### config.mk
export PLATFORM = sky130hd
export DESIGN_NAME = alu_exec_unit_flat
export DESIGN_NICKNAME = d
export VERILOG_FILES = /design/src/rtl/alu_exec_unit_if.sv /design/src/rtl/alu_exec_unit.sv /design/src/flat_wrapper.sv
export SDC_FILE = /design/constraint.sdc
export NUM_CORES = 1
export LEC_CHECK = 0
export CAP_MARGIN = 5
export CORE_UTILIZATION = 30
export CTS_BUF_LIST = sky130_fd_sc_hd__clkbuf_4 sky130_fd_sc_hd__clkbuf_8 sky130_fd_sc_hd__clkbuf_16
export DETAILED_ROUTE_END_ITERATION = 10
export GPL_TIMING_DRIVEN = 1
export PLACE_DENSITY = 0.5
export SLEW_MARGIN = 0
export SYNTH_ARGS = -nofsm -noshare
export SYNTH_HDL_FRONTEND = slang
export SYNTH_SLANG_ARGS = --single-unit
### constraint.sdc
create_clock -name clk_i -period 2 [get_ports clk_i]
set_clock_uncertainty 0.2 [all_clocks]
set_input_delay 0.2 -clock clk_i [delete_from_list [all_inputs] [get_ports clk_i]]
set_output_delay 0.2 -clock clk_i [all_outputs]
set_load 0.005 [all_outputs]
### src/rtl/alu_exec_unit_if.sv
// ---------------------------------------------------------------------------
// alu_exec_unit_if
//
// Purpose:
//   Groups the two valid/ready channels of the execute-stage ALU into a
//   single bundle: the operation channel (opcode + operands) flowing into the
//   unit and the result channel (result + flags) flowing out of it.
//
// Parameters:
//   DATA_W       operand/result width in bits
//
// Signals:
//   in_valid_i   upstream holds a valid operation
//   in_ready_o   unit can accept an operation this cycle
//   alu_ctrl_i   4-bit operation code from the ALU control decoder
//   src1_i       operand A
//   src2_i       operand B
//   out_valid_o  result registers hold a valid result
//   out_ready_i  downstream accepts the result
//   result_o     result
//   zero_o       result_o == 0
//   overflow_o   signed add/sub overflow or multiply truncation
//   illegal_o    opcode not supported
//
// Modports:
//   master       the side that issues operations and consumes results
//   slave        the ALU execute unit itself
// ---------------------------------------------------------------------------
interface alu_exec_unit_if #(
    parameter int DATA_W = 32
);
    logic              in_valid_i;
    logic              in_ready_o;
    logic [3:0]        alu_ctrl_i;
    logic [DATA_W-1:0] src1_i;
    logic [DATA_W-1:0] src2_i;
    logic              out_valid_o;
    logic              out_ready_i;
    logic [DATA_W-1:0] result_o;
    logic              zero_o;
    logic              overflow_o;
    logic              illegal_o;

    modport master (
        output in_valid_i,
        output alu_ctrl_i,
        output src1_i,
        output src2_i,
        output out_ready_i,
        input  in_ready_o,
        input  out_valid_o,
        input  result_o,
        input  zero_o,
        input  overflow_o,
        input  illegal_o
    );

    modport slave (
        input  in_valid_i,
        input  alu_ctrl_i,
        input  src1_i,
        input  src2_i,
        input  out_ready_i,
        output in_ready_o,
        output out_valid_o,
        output result_o,
        output zero_o,
        output overflow_o,
        output illegal_o
    );
endinterface

### src/rtl/alu_exec_unit.sv
// ---------------------------------------------------------------------------
// alu_exec_unit
//
// Purpose:
//   Execute-stage ALU. Takes the 4-bit ALU control code plus two operands
//   over a valid/ready handshake, evaluates the operation, registers the
//   result and flags, and offers them downstream over a second valid/ready
//   handshake. Single-cycle operations have a latency of one cycle and can
//   stream at one operation per cycle when downstream is always ready.
//
// Optional feature (compile-time macro ALU_MULT_EN):
//   When defined, opcode 1000 runs an unsigned shift-add multiply taking
//   DATA_W iterations, one per cycle, during which the unit stalls upstream.
//   When undefined, no multiply hardware is built and 1000 is illegal.
//
// Parameters:
//   DATA_W      operand/result width in bits (>= 4)
//
// Ports:
//   clk_i       clock, rising edge
//   rst_i       asynchronous, active-high reset
//   bus         alu_exec_unit_if.slave: operation channel in
//               (in_valid_i/in_ready_o, alu_ctrl_i, src1_i, src2_i) and
//               result channel out (out_valid_o/out_ready_i, result_o,
//               zero_o, overflow_o, illegal_o)
//
// Opcodes:
//   0010 add   0110 sub   0000 and   0001 or   1100 nor   0111 slt
//   1000 mul (ALU_MULT_EN only); anything else is illegal (result 0).
// ---------------------------------------------------------------------------
module alu_exec_unit #(
    parameter int DATA_W = 32
) (
    input  logic           clk_i,
    input  logic           rst_i,
    alu_exec_unit_if.slave bus
);

    localparam logic [3:0] OP_AND = 4'b0000;
    localparam logic [3:0] OP_OR  = 4'b0001;
    localparam logic [3:0] OP_ADD = 4'b0010;
    localparam logic [3:0] OP_SUB = 4'b0110;
    localparam logic [3:0] OP_SLT = 4'b0111;
    localparam logic [3:0] OP_NOR = 4'b1100;
`ifdef ALU_MULT_EN
    localparam logic [3:0] OP_MUL = 4'b1000;
    localparam int         CNT_W  = $clog2(DATA_W);
    localparam logic [CNT_W-1:0] CNT_LAST = CNT_W'(DATA_W - 1);
`endif

    typedef struct packed {
        logic [DATA_W-1:0] result;
        logic              overflow;
        logic              illegal;
    } alu_out_t;

`ifdef ALU_MULT_EN
    typedef enum logic [1:0] {
        ST_IDLE = 2'd0,
        ST_HOLD = 2'd1,
        ST_MUL  = 2'd2
    } state_t;
`else
    typedef enum logic [0:0] {
        ST_IDLE = 1'b0,
        ST_HOLD = 1'b1
    } state_t;
`endif

    // Two's-complement overflow on add: operands agree in sign, result does not.
    function automatic logic add_ovf(input logic sign_a, input logic sign_b,
                                     input logic sign_r);
        return (sign_a == sign_b) && (sign_r != sign_a);
    endfunction

    // Overflow on A-B: operands differ in sign and the result sign left A's.
    function automatic logic sub_ovf(input logic sign_a, input logic sign_b,
                                     input logic sign_r);
        return (sign_a != sign_b) && (sign_r != sign_a);
    endfunction

    // Single-cycle operation set. slt uses a true signed compare rather than
    // the sign of A-B, so it stays correct when the subtraction overflows.
    function automatic alu_out_t alu_eval(input logic [3:0]               op,
                                          input logic signed [DATA_W-1:0] a,
                                          input logic signed [DATA_W-1:0] b);
        alu_out_t                 o;
        logic signed [DATA_W-1:0] sum;
        logic signed [DATA_W-1:0] diff;
        o    = '0;
        sum  = a + b;
        diff = a - b;
        case (op)
            OP_ADD: begin
                o.result   = sum;
                o.overflow = add_ovf(a[DATA_W-1], b[DATA_W-1], sum[DATA_W-1]);
            end
            OP_SUB: begin
                o.result   = diff;
                o.overflow = sub_ovf(a[DATA_W-1], b[DATA_W-1], diff[DATA_W-1]);
            end
            OP_AND:  o.result = a & b;
            OP_OR:   o.result = a | b;
            OP_NOR:  o.result = ~(a | b);
            OP_SLT:  o.result = (a < b) ? {{(DATA_W-1){1'b0}}, 1'b1} : '0;
            default: o.illegal = 1'b1;
        endcase
        return o;
    endfunction

    state_t state;
    state_t state_nxt;

    logic in_ready;
    logic accept;
    logic accept_single;
    logic accept_mul;

    logic signed [DATA_W-1:0] src1_s;
    logic signed [DATA_W-1:0] src2_s;
    alu_out_t                 alu_p0;

    logic              vld_p1;
    logic [DATA_W-1:0] result_p1;
    logic              zero_p1;
    logic              ovf_p1;
    logic              ill_p1;

`ifdef ALU_MULT_EN
    logic [CNT_W-1:0]    cnt;
    logic                mul_done;
    logic [2*DATA_W-1:0] acc_p1;
    logic [2*DATA_W-1:0] mcand_p1;
    logic [DATA_W-1:0]   mplier_p1;
    logic [2*DATA_W-1:0] prod_nxt;
`endif

    // ---- stage p0: operand capture view and combinational evaluation ----
    assign src1_s = bus.src1_i;
    assign src2_s = bus.src2_i;
    assign alu_p0 = alu_eval(bus.alu_ctrl_i, src1_s, src2_s);

`ifdef ALU_MULT_EN
    // Last iteration is the cycle in MUL where the counter reaches DATA_W-1;
    // the product is captured straight from the adder on that edge.
    assign mul_done = (state == ST_MUL) && (cnt == CNT_LAST);
    assign prod_nxt = mplier_p1[0] ? (acc_p1 + mcand_p1) : acc_p1;
`endif

    always_ff @(posedge clk_i or posedge rst_i) begin
        if (rst_i) begin
            state <= ST_IDLE;
        end else begin
            state <= state_nxt;
        end
    end

    always_comb begin
        state_nxt     = state;
        in_ready      = 1'b0;
        accept        = 1'b0;
        accept_mul    = 1'b0;
        accept_single = 1'b0;

        case (state)
            ST_IDLE: in_ready = 1'b1;
            // Ready follows the downstream ready so a result can be handed
            // off and replaced on the same edge.
            ST_HOLD: in_ready = bus.out_ready_i;
            default: in_ready = 1'b0;
        endcase
        if (rst_i) begin
            in_ready = 1'b0;
        end

        accept = bus.in_valid_i && in_ready;
`ifdef ALU_MULT_EN
        accept_mul = accept && (bus.alu_ctrl_i == OP_MUL);
`endif
        accept_single = accept && !accept_mul;

        case (state)
            ST_IDLE: begin
                if (accept_single) begin
                    state_nxt = ST_HOLD;
                end
`ifdef ALU_MULT_EN
                if (accept_mul) begin
                    state_nxt = ST_MUL;
                end
`endif
            end
            ST_HOLD: begin
                if (bus.out_ready_i) begin
                    state_nxt = ST_IDLE;
                end
                if (accept_single) begin
                    state_nxt = ST_HOLD;
                end
`ifdef ALU_MULT_EN
                if (accept_mul) begin
                    state_nxt = ST_MUL;
                end
`endif
            end
`ifdef ALU_MULT_EN
            ST_MUL: begin
                if (mul_done) begin
                    state_nxt = ST_HOLD;
                end
            end
`endif
            default: state_nxt = ST_IDLE;
        endcase
    end

    // ---- stage p1: result and flag registers ----
    // Result and flags are cleared by reset so a reset never leaves a stale
    // value visible on the outputs.
    always_ff @(posedge clk_i or posedge rst_i) begin
        if (rst_i) begin
            vld_p1    <= 1'b0;
            result_p1 <= '0;
            zero_p1   <= 1'b0;
            ovf_p1    <= 1'b0;
            ill_p1    <= 1'b0;
        end else if (accept_single) begin
            vld_p1    <= 1'b1;
            result_p1 <= alu_p0.result;
            zero_p1   <= (alu_p0.result == '0);
            ovf_p1    <= alu_p0.overflow;
            ill_p1    <= alu_p0.illegal;
`ifdef ALU_MULT_EN
        end else if (mul_done) begin
            vld_p1    <= 1'b1;
            result_p1 <= prod_nxt[DATA_W-1:0];
            zero_p1   <= (prod_nxt[DATA_W-1:0] == '0);
            ovf_p1    <= |prod_nxt[2*DATA_W-1:DATA_W];
            ill_p1    <= 1'b0;
`endif
        end else if (bus.out_ready_i) begin
            // Handoff with nothing new (or a multiply just started).
            vld_p1 <= 1'b0;
        end
    end

`ifdef ALU_MULT_EN
    // ---- stage p1: iterative multiply state ----
    always_ff @(posedge clk_i or posedge rst_i) begin
        if (rst_i) begin
            cnt <= '0;
        end else if (accept_mul) begin
            cnt <= '0;
        end else if (state == ST_MUL) begin
            cnt <= cnt + CNT_W'(1);
        end
    end

    // Multiplicand shifts left and multiplier right each iteration, so the
    // adder only ever looks at multiplier bit 0.
    always_ff @(posedge clk_i) begin
        if (accept_mul) begin
            acc_p1    <= '0;
            mcand_p1  <= {{DATA_W{1'b0}}, bus.src1_i};
            mplier_p1 <= bus.src2_i;
        end else if (state == ST_MUL) begin
            acc_p1    <= prod_nxt;
            mcand_p1  <= mcand_p1 << 1;
            mplier_p1 <= mplier_p1 >> 1;
        end
    end
`endif

    assign bus.in_ready_o  = in_ready;
    assign bus.out_valid_o = vld_p1;
    assign bus.result_o    = result_p1;
    assign bus.zero_o      = zero_p1;
    assign bus.overflow_o  = ovf_p1;
    assign bus.illegal_o   = ill_p1;

endmodule

### src/flat_wrapper.sv
// flat-port wrapper written by rule: the top's interface ports become plain ports
module alu_exec_unit_flat 
#(
    parameter int DATA_W = 32
)
  (clk_i, rst_i, bus_in_valid_i, bus_alu_ctrl_i, bus_src1_i, bus_src2_i, bus_out_ready_i, bus_in_ready_o, bus_out_valid_o, bus_result_o, bus_zero_o, bus_overflow_o, bus_illegal_o);
  alu_exec_unit_if #(.DATA_W(DATA_W)) bus_i ();
  input  logic clk_i;
  input  logic rst_i;
  input wire logic [$bits(bus_i.in_valid_i)-1:0] bus_in_valid_i;
  input wire logic [$bits(bus_i.alu_ctrl_i)-1:0] bus_alu_ctrl_i;
  input wire logic [$bits(bus_i.src1_i)-1:0] bus_src1_i;
  input wire logic [$bits(bus_i.src2_i)-1:0] bus_src2_i;
  input wire logic [$bits(bus_i.out_ready_i)-1:0] bus_out_ready_i;
  output wire logic [$bits(bus_i.in_ready_o)-1:0] bus_in_ready_o;
  output wire logic [$bits(bus_i.out_valid_o)-1:0] bus_out_valid_o;
  output wire logic [$bits(bus_i.result_o)-1:0] bus_result_o;
  output wire logic [$bits(bus_i.zero_o)-1:0] bus_zero_o;
  output wire logic [$bits(bus_i.overflow_o)-1:0] bus_overflow_o;
  output wire logic [$bits(bus_i.illegal_o)-1:0] bus_illegal_o;
  assign bus_i.in_valid_i = bus_in_valid_i;
  assign bus_i.alu_ctrl_i = bus_alu_ctrl_i;
  assign bus_i.src1_i = bus_src1_i;
  assign bus_i.src2_i = bus_src2_i;
  assign bus_i.out_ready_i = bus_out_ready_i;
  assign bus_in_ready_o = bus_i.in_ready_o;
  assign bus_out_valid_o = bus_i.out_valid_o;
  assign bus_result_o = bus_i.result_o;
  assign bus_zero_o = bus_i.zero_o;
  assign bus_overflow_o = bus_i.overflow_o;
  assign bus_illegal_o = bus_i.illegal_o;
  alu_exec_unit #(.DATA_W(DATA_W)) u_core (.clk_i(clk_i), .rst_i(rst_i), .bus(bus_i));
endmodule
==> impl_metrics.toml, run 1 <==
[synth]
yosysWarnings = 0
syn_avg_cell_area_um2 = 7.23
ys_seq_area_frac = 0.130
yosysTopAreaCellShare = 0.178
synth_edf_count = 0
synth_area_um2 = 7110
synth_area_leaders = "ha_1, dfrtp_1, a21oi_1"
ys.flop_type = "dfrtp_1"
synthArstFlopShare = 1.00
synth_seq_cells = 37
postSynthCellCount = 983
synth_top_cell_by_area = "ha_1"
synth_fp_nets = 1158
ys_types = 79

[detailed_routing]
routed_wl_mm = 34.3
viasPerCell = 5.35
wire_per_inst_um = 18.7
drt_pass1_iterations = 5
dr.first_iter.drc_count = 585
vias = 9809
drcViolationCount = 0
drtAntennaViolNets = 0

[placement]
dp_slack_ps = -2280
place_congestion = 0.953
io_buffers = 108
hpwlAfterDp_mm = 26.4
place_area_um2 = 12100

[sta]
fmax_mhz = 305
rsz0062_at_grt = "yes"
fin_ws_ps = -1280
tightestPinTransition_ps = 556
maxSlewViolCount = 0
setup_violations = 30
whs_ps = 224
finalCritPeriodShare = 1.64
tns_ps = -19640
maxSlewHeadroom = 0.630
hold_violations = 0
fin_crit_ps = 3280

[job]
cap_violations = 0

[floorplanning]
ioPinCount = 109
initial_utilization = 0.310
core_um2 = 22900
die_x_um = 156
fp-row-count = 55
die_h_um = 156
die-area_um2 = 24300

[power]
ir_drop_v = 0.000459
power.total_mw = 5.82
leakagePower_nw = 6.50
p_int_mw = 3.48
power_frac_comb = 0.716
switching_power_mw = 2.34
sw_frac_of_total = 0.402
p_seq_frac = 0.152
p_clk_frac = 0.132
power.density_nw_per_um2 = 399

[cts]
clkSinkCount = 37
cts_buffers = 5
h-tree-depth = 2
postCtsHoldBufs = 0
clk_latency_ps = 280
clkTransAtPathRegs_ps = 60
cts_tree = "built"
clockBufferDepth = 2
cts-root-buf = "clkbuf_16"

[cells_and_area]
mostFrequentLayoutCells = "buf_4, buf_6, nand2_1"
drive_above_1_share = 0.576
fillCellCount = 2060
diodes = 0
areaGrowthSynthToFinish_pct = 105
layout_commonest_cell = "buf_4"
final_nets = 1695
postLayoutCellArea_um2 = 14600
seq_area_um2 = 926
multi_input_area_um2 = 7640

[worst_setup_path]
crit_path_max_incr_delay_ps = 530
critPathTopFamily = "compound AO/OA/AOI/OAI gates"
crit_required_ps = 1990
cp-end-kind = "flip-flop"
start_kind = "primary input"
crit_fanout = 4
path_cells = "buf_8, inv_4, ha_4, or2_4, or3_4, a21oi_4, buf_6, o21ai_4, a21oi_2, xnor2_1, a22oi_2, o2111ai_2, a211o_1, or4b_4, o31ai_2"
cp_slowest_cell = "or4b_4"
crit_arrival_ps = 3270
path_class = "in -> reg"
crit_buf_inv = 3

[run_status]
status = "complete, but fails checks"
violations = "negative setup slack"

[grt]
grt_pass1_wl_mm = 53.3
grt_pass1_vias = 9835
antenna_found_initial = 1
grt_use_total = 0.278
grt_overflow = 0
grt_max_degree = 41

[min_path]
hold_class = "in -> async"
## per-layer routing
layer	global-route usage	part of all wire	vias up
li1	-	-	4749
met2	0.454	0.46	302
met5	0	0.00038	-
met4	0.0593	0.018	2
met1	0.392	0.47	4713
met3	0.0275	0.053	43
## logic make-up after synthesis
| kind of cell | after synthesis | synth area share |
|---|---|---|
| AOI/OAI and AO/OA | 412 | 0.408 |
| and+or+nand+nor | 254 | 0.173 |
| buffers and inverters | 165 | 0.0891 |
| adders and majority gates | 103 | 0.183 |
| DFF | 37 | 0.130 |
| xor gates and xnor gates | 7 | 0.00863 |
| muxes | 5 | 0.00739 |
## path summary, 6_finish.rpt
path,cells after the start,end,slack [ps],startpoint
min in group clk_i,2,u_core.bus.result_o[16],280,u_core.bus.result_o[16]
max in group asynchronous,3,u_core.bus.result_o[8],1040,rst_i
worst max-delay path,15,u_core.bus.zero_o,-1280,bus_src2_i[7]
worst min-delay path,3,u_core.bus.result_o[24],220,rst_i
worst max register to register,10,u_core.bus.zero_o,-730,u_core.state
worst min register to register,2,u_core.bus.result_o[16],280,u_core.bus.result_o[16]
## Yosys cell counts (all sizes together), types with 10 or more instances
| master | n |
|---|---|
| a211oi | 11 |
| a21o | 18 |
| a21oi | 79 |
| a221o | 13 |
| a22o | 16 |
| a22oi | 40 |
| a31oi | 15 |
| buf | 14 |
| clkbuf | 47 |
| dfrtp | 37 |
| ha | 101 |
| inv | 104 |
| nand2 | 72 |
| nand2b | 11 |
| nand3 | 22 |
| nor2 | 68 |
| nor3 | 20 |
| nor4 | 11 |
| o21a | 10 |
| o21ai | 69 |
| o21bai | 12 |
| o221ai | 11 |
| o22a | 12 |
| o22ai | 23 |
| o31ai | 13 |
## through the flow
stage          utilization  cells
5_1_grt              0.637   1833
3_3_place_gp         0.527   1753
2_1_floorplan            -    983
3_5_place_dp         0.527   1753
4_1_cts              0.609   1821
6_report             0.637   1833
## worst reg2reg max path: stages (launching register included)
cell and delay (ps):
dfrtp_1 350, inv_1 60, o21a_1 140, nand2_1 120, a221oi_1 480, nand3_1 160, nor4b_2 280, o2111ai_2 210
nor4bb_4 290, nand4_1 130, o31ai_2 220
## power groups by stage
stage | Combinational, mW | Sequential (mW) | Clock [mW]
final | 4.17 | 0.884 | 0.770
after CTS | 3.86 | 0.884 | 0.785
after global routing | 4.44 | 0.893 | 0.815
after global placement | 3.27 | 0.894 | 0
after floorplan | 1.55 | 0.896 | 0
after detailed placement | 3.28 | 0.896 | 0
## timing repair
item / CTS / global route
buffers inserted: 81 / 25
gates cloned: 0 / 0
endpoints found under the setup margin: 35 / 33
resized for setup: 459 / 175
pin swaps: 173 / 128
## cell type report
| class | count | area share |
|---|---|---|
| Multi-Input combinational cell | 781 | 0.524 |
| Timing Repair Buffer | 591 | 0.342 |
| Sequential cell | 37 | 0.0634 |
| Inverter | 104 | 0.0344 |
| Tap cell | 313 | 0.0268 |
| Clock buffer | 6 | 0.00952 |
| Clock inverter | 1 | 0.000514 |
## state kept, by name (all words and copies together), names as in the netlist
signal,count
u_core.bus.result_o,32
u_core.state,1
u_core.bus.out_valid_o,1
u_core.bus.illegal_o,1
u_core.bus.zero_o,1
u_core.bus.overflow_o,1
Note: power is estimated with default switching activity, not from simulation.
==> run 2: changes to the inputs <==
--- a/config.mk
+++ b/config.mk
@@ -5,12 +5,12 @@
 export SDC_FILE = /design/constraint.sdc
 export NUM_CORES = 1
 export LEC_CHECK = 0
-export CAP_MARGIN = 5
-export CORE_UTILIZATION = 30
+export CAP_MARGIN = 20
+export CORE_UTILIZATION = 51
 export CTS_BUF_LIST = sky130_fd_sc_hd__clkbuf_4 sky130_fd_sc_hd__clkbuf_8 sky130_fd_sc_hd__clkbuf_16
 export DETAILED_ROUTE_END_ITERATION = 10
 export GPL_TIMING_DRIVEN = 1
-export PLACE_DENSITY = 0.5
+export PLACE_DENSITY = 0.78
 export SLEW_MARGIN = 0
 export SYNTH_ARGS = -nofsm -noshare
 export SYNTH_HDL_FRONTEND = slang
==> run 2 against run 1 <==
Against the previous run: the run now fails in clock tree synthesis (4_1_cts); synthesized cell count unchanged; synthesized area unchanged.
==> impl_metrics.toml, run 2 <==
[run_status]
status = "aborted with a tool error"
lastStage = "clock tree synthesis (4_1_cts)"
error_line = "[ERROR DPL-0038] Utilization greater than 100%, impossible to legalize"

[synth]
yosysWarnings = 0
synth_fp_nets = 1158
ys.flop_type = "dfrtp_1"
yosysTopAreaCellShare = 0.178
synth_top_cell_by_area = "ha_1"
synth_area_leaders = "ha_1, dfrtp_1, a21oi_1"
synth_edf_count = 0
synth_most_common_cell = "inv_1"
syn_avg_cell_area_um2 = 7.23
ys_types = 79
synth_seq_cells = 37
synth_area_um2 = 7110
synth_commonest_cells = "inv_1, ha_1, a21oi_1"
ys_seq_area_frac = 0.130
postSynthCellCount = 983
synthArstFlopShare = 1.00

[cts]
postCtsHoldBufs = 0
clkSinkCount = 37
postCtsSetupRepairBufs = 86
post_cts_resized = 495
h-tree-depth = 2
clockBufferDepth = 2
cts_buffers = 5
cts-root-buf = "clkbuf_16"

[placement]
hpwlAfterDp_mm = 27.0
place_congestion = 1.11
placed_cells = 1598
io_buffers = 108

[floorplanning]
fp-row-count = 42
initial_utilization = 0.530
ioPinCount = 109
die_x_um = 120
die_h_um = 120
-- run 2: cell counts after synthesis --
No cell type changed its count.
-- run 2: kinds of logic after synthesis --
kind of cell | count (synthesis) | synth area share
buf+inv | 165 | 0.0891
fa+ha+maj | 103 | 0.183
flops | 37 | 0.130
simple gates | 254 | 0.173
compound gates | 412 | 0.408
mux | 5 | 0.00739
xor+xnor | 7 | 0.00863
-- run 2: per-stage QoR --
step	setup slack, ps	instance area, um^2	setup TNS [ps]
2_1_floorplan	-1300	7840	-13740
3_3_place_gp	-2110	11800	-45140
3_5_place_dp	-2260	11800	-48070
==> run 3: changes to the inputs <==
--- a/config.mk
+++ b/config.mk
@@ -6,11 +6,10 @@
 export NUM_CORES = 1
 export LEC_CHECK = 0
 export CAP_MARGIN = 20
-export CORE_UTILIZATION = 51
-export CTS_BUF_LIST = sky130_fd_sc_hd__clkbuf_4 sky130_fd_sc_hd__clkbuf_8 sky130_fd_sc_hd__clkbuf_16
+export CORE_UTILIZATION = 40
 export DETAILED_ROUTE_END_ITERATION = 10
 export GPL_TIMING_DRIVEN = 1
-export PLACE_DENSITY = 0.78
+export PLACE_DENSITY_LB_ADDON = 0.15
 export SLEW_MARGIN = 0
 export SYNTH_ARGS = -nofsm -noshare
 export SYNTH_HDL_FRONTEND = slang
==> constraint.sdc (replaced) <==
create_clock -name clk_i -period 2.6 [get_ports clk_i]
set_clock_uncertainty 0.2 [all_clocks]
set_input_delay 0.26 -clock clk_i [delete_from_list [all_inputs] [get_ports clk_i]]
set_output_delay 0.26 -clock clk_i [all_outputs]
set_load 0.005 [all_outputs]
==> run 3 against run 2 <==
Against the previous run: the flow now finishes, with violations (negative setup slack).
==> impl_metrics.toml, run 3 (synthesis results as in run 1) <==
[cts]
clkTransAtPathRegs_ps = 60
cts-root-buf = "clkbuf_16"
clkSinkCount = 37
cts_tree = "built"
h-tree-depth = 2
clockBufferDepth = 2
cts_buffers = 5
clk_latency_ps = 280

[placement]
io_buffers = 108
place_congestion = 1.01
hpwlAfterDp_mm = 25.3

[power]
leakagePower_nw = 6.31
switching_power_mw = 1.75
sw_frac_of_total = 0.398
power_frac_comb = 0.686
p_int_mw = 2.65
power.total_mw = 4.40
ir_drop_v = 0.000414
power.density_nw_per_um2 = 319
p_seq_frac = 0.155
p_clk_frac = 0.159

[run_status]
status = "complete, but fails checks"
violations = "negative setup slack"

[floorplanning]
core_um2 = 17300
initial_utilization = 0.411
ioPinCount = 109
die_x_um = 135
die_h_um = 135
fp-row-count = 48
die-area_um2 = 18300

[grt]
grt_max_degree = 41
grt_pass1_wl_mm = 51.6
grt_pass1_vias = 9797
grt_use_total = 0.358
grt_overflow = 0
antenna_found_initial = 0

[sta]
fin_crit_ps = 3510
fmax_mhz = 285
finalCritPeriodShare = 1.35
rsz0062_at_grt = "yes"
maxSlewHeadroom = 0.641
whs_ps = 289
tightestPinTransition_ps = 534
hold_violations = 0
fin_ws_ps = -909
setup_violations = 23
maxSlewViolCount = 0

[detailed_routing]
viasPerCell = 5.85
routed_wl_mm = 33.3
drtAntennaViolNets = 0
dr.first_iter.drc_count = 987
wire_per_inst_um = 19.2
vias = 10200
drt_pass1_iterations = 5
drcViolationCount = 0

[cells_and_area]
diodes = 0
mostFrequentLayoutCells = "buf_4, nand2_1, nor2_1"
fillCellCount = 1197
layout_commonest_cell = "buf_4"
final_nets = 1688
drive_above_1_share = 0.537
fin_util = 0.799
largest_register_ff_count = 32
areaGrowthSynthToFinish_pct = 94.5

[worst_setup_path]
crit_required_ps = 2590
start_kind = "primary input"
crit_fanout = 3
cp-end-kind = "flip-flop"
path_class = "in -> reg"
crit_arrival_ps = 3500

[min_path]
hold_class = "in -> async"

[job]
cap_violations = 0
## run 3: area by class of cell
| type | instances | area (um^2) | area share |
|---|---|---|---|
| sequential | 37 | 926 | 0.0670 |
| clock buffer | 5 | 125 | 0.00905 |
| timing repair buffer | 584 | 4770 | 0.345 |
| inverter | 104 | 433 | 0.0313 |
| clock inverter | 3 | 46.3 | 0.00335 |
| tap | 225 | 282 | 0.0204 |
| multi-input combinational | 781 | 7240 | 0.524 |
## run 3: what timing repair did
| item | in CTS | in global routing |
|---|---|---|
| gates resized for setup | 374 | 135 |
| endpoints found under the setup margin | 31 | 28 |
| buffers inserted | 58 | 23 |
| hold buffers | 0 | 0 |
| pin swaps | 136 | 96 |
## run 3: critical path, stage by stage
cell and delay, ps:
buf_8 80, clkinvlp_4 110, buf_6 140, ha_4 210, a21o_1 190, a211oi_1 220
a21oi_1 80, xnor2_1 180, o21ai_0 180, or3_1 410, nor4b_1 370, o2111ai_1 270
nor4bb_2 300, buf_4 140, nand4_1 110, o31ai_2 250
## run 3: final timing paths
path,from,end,slack (ps),cells past startpoint
setup reg to reg,u_core.state,u_core.bus.zero_o,-260,11
hold reg to reg,u_core.bus.result_o[16],u_core.bus.result_o[16],290,2
min in group clk_i,u_core.bus.result_o[16],u_core.bus.result_o[16],290,2
hold / removal,rst_i,u_core.bus.overflow_o,290,3
max in group asynchronous,rst_i,u_core.bus.result_o[11],1570,3
setup / recovery,bus_src1_i[1],u_core.bus.zero_o,-910,16
## run 3: metrics by stage
step	cells	setup WS [ps]	TNS [ps]	area, um^2
floorplan	983	-761	-2190	7600
global placement	1660	-1550	-27330	11700
detailed placement	1660	-1680	-29080	11700
CTS	1723	-794	-6670	13300
global route	1739	-967	-9150	13800
finish	1739	-909	-7100	13800
## run 3: layer usage
metal,global-route usage,part of all wire
met1,0.488,0.42
met3,0.0464,0.091
met5,0,0
met4,0.122,0.033
met2,0.577,0.45
## run 3: power groups by stage
| stage | sequential (mW) | combinational (mW) | clock (mW) |
|---|---|---|---|
| CTS | 0.681 | 2.81 | 0.701 |
| finish | 0.681 | 3.02 | 0.702 |
| floorplan | 0.689 | 1.14 | 0 |
| global placement | 0.687 | 2.40 | 0 |
| global route | 0.688 | 3.21 | 0.733 |
| detailed placement | 0.690 | 2.43 | 0 |
==> edit: new RTL, config.mk and constraints of run 3 <==
Build with the macro `ALU_MULT_EN` defined.
--- a/src/rtl/alu_exec_unit.sv
+++ b/src/rtl/alu_exec_unit.sv
@@ -28,6 +28,8 @@
 //   0010 add   0110 sub   0000 and   0001 or   1100 nor   0111 slt
 //   1000 mul (ALU_MULT_EN only); anything else is illegal (result 0).
 // ---------------------------------------------------------------------------
+`define ALU_MULT_EN
+
 module alu_exec_unit #(
     parameter int DATA_W = 32
 ) (
Function: changed (a bounded check fails within 4 cycles, from zero or initial values and one cycle with rst_i high).
==> edit against run 3 <==
- design area rose by 120%
- critical endpoint is now u_core.bus.overflow_o
- sequential cell count rose by 166
- non-clock buffer count rose by 551
- synthesized area rose by 150%
- sequential share of layout area rose by 9.3 points
- wire length rose by 130%
- worst setup slack got worse by 0.65 ns
- the run still ends with setup timing left
- count of clock-buffer cells in the layout rose by 27
- total power rose to 6.7 times the old value
- largest power group unchanged
- sequential power rose to 7.3 times the old value
- clock power rose to 6.0 times the old value
==> edit: results (changes against run 3) <==
stage	metric	value	unit	change
synth	post-synth cell types	86		was 79
timing	# setup viols final	81		was 23
critical_path	CP arrival	4.42	ns	was 3.50 ns
grt	first-pass GRT wire length	116	mm	was 51.6 mm
cts	number of H-tree levels	1		was 2
timing	Final WS setup	-1.56	ns	was -0.909 ns
pwr	Lkg Pwr	14.2	nW	was 6.31 nW
critical_path	reg2reg path depth	18		was 11
critical_path	critical path's largest stage delay	0.43	ns	was 0.41 ns
outcome	failing checks	setup timing		unchanged
cts	latest clock arrival within the worst-skew pair	0.59	ns	was 0.28 ns
synth	synthesized net count	2491		was 1,158
placement	dpl cells	3706		was 1,660
synth	Most used DFF post-synth	dfxtp_1		was dfrtp_1
grt	initial antenna violation count	2		was 0
finish	share of cells above drive strength 1	45.8	%	was 53.7%
pwr	switching power	12.0	mW	was 1.75 mW
cts	total CTS buffers	27		was 5
critical_path	kind of critical path	flip-flop to flip-flop		was primary input to flip-flop
outcome	outcome	finished, violations left		unchanged
placement	Final HPWL DP	58.7	mm	was 25.3 mm
timing	setup_tns	-45.24	ns	was -7.10 ns
critical_path	R2R Path End	u_core.bus.overflow_o		was u_core.bus.zero_o
finish	# fillers	3484		was 1,197
grt	largest net degree at the start of global routing	88		was 41
==> edit: cell count changes in the layout (fill, tap and decap cells not counted), sizes merged, moves of 29 or more <==
| cell | run 3 | this run |
|---|---|---|
| ha | 101 | 168 |
| xnor2 | 6 | 43 |
| nor2 | 68 | 154 |
| nand3 | 22 | 80 |
| nand2 | 72 | 329 |
| buf | 493 | 1035 |
| a21oi | 79 | 169 |
| mux2i | 3 | 35 |
| a21o | 18 | 48 |
| o21ai | 69 | 213 |
| nand4 | 7 | 38 |
| dfxtp | 0 | 96 |
| edfxtp | 0 | 64 |
| a22oi | 40 | 11 |
==> edit: layer usage <==
layer | share of wire (%) | up-vias | GRT usage, % | wire (um)
li1 | - | 10300 | - | -
met1 | 41 | 10200 | 39.5 | 31500
met3 | 4.0 | 227 | 3.52 | 3060
met4 | 5.5 | 2 | 15.0 | 4200
met5 | 0.017 | - | 0 | 13
met2 | 49 | 612 | 59.6 | 37700
==> edit: logic make-up (layout without fill, tap and decap cells) <==
logic type,Yosys count,after routing,share of synthesized area [%]
buffers and inverters,246,1294,5.38
flip-flops,203,203,28.0
adder cells (fa/ha/maj),171,171,12.3
multiplexers,41,41,2.38
XOR/XNOR,68,68,3.39
other,0,1,0
AND/OR/NAND/NOR,766,766,20.2
AO/OA/AOI/OAI,753,753,28.4
==> edit: repair_timing <==
| item | CTS | global route |
|---|---|---|
| pin swaps | 158 | 126 |
| endpoints found under the setup margin | 86 | 86 |
| gates resized for setup | 410 | 193 |
| setup buffers | 109 | 60 |
| endpoints found under the hold margin | 24 | 0 |
| hold buffers | 2 | 0 |
==> edit: how the worst min path moves through the flow <==
stage	startpoint	endpoint	depth (start not counted)
after floorplan	bus_out_ready_i	u_core.bus.out_valid_o	1
after global placement	u_core.acc_p1[60]	u_core.acc_p1[60]	2
after detailed placement	u_core.acc_p1[60]	u_core.acc_p1[60]	2
after CTS	bus_src2_i[3]	u_core.mplier_p1[3]	4
after global routing	bus_src1_i[4]	u_core.mcand_p1[4]	4
final	bus_src1_i[4]	u_core.mcand_p1[4]	4
==> edit: cell type report <==
cell class / instances / area (um2) / share of cell area [%]
antenna: 1 / 2.50 / 0.00812
clock inverter: 18 / 230 / 0.747
clock buffer: 32 / 768 / 2.49
tap: 585 / 732 / 2.38
inverter: 109 / 460 / 1.49
multi-input combinational: 1799 / 14400 / 46.8
timing repair buffer: 1135 / 9280 / 30.1
sequential: 203 / 4920 / 16.0
==> edit: power groups by stage <==
stage	clock network (mW)	logic [mW]	registers, mW
floorplan	0	7.73	4.82
global placement	0	16.0	4.92
detailed placement	0	16.2	4.94
CTS	4.27	18.5	4.95
global route	4.36	21.6	5.05
finish	4.19	20.3	4.97
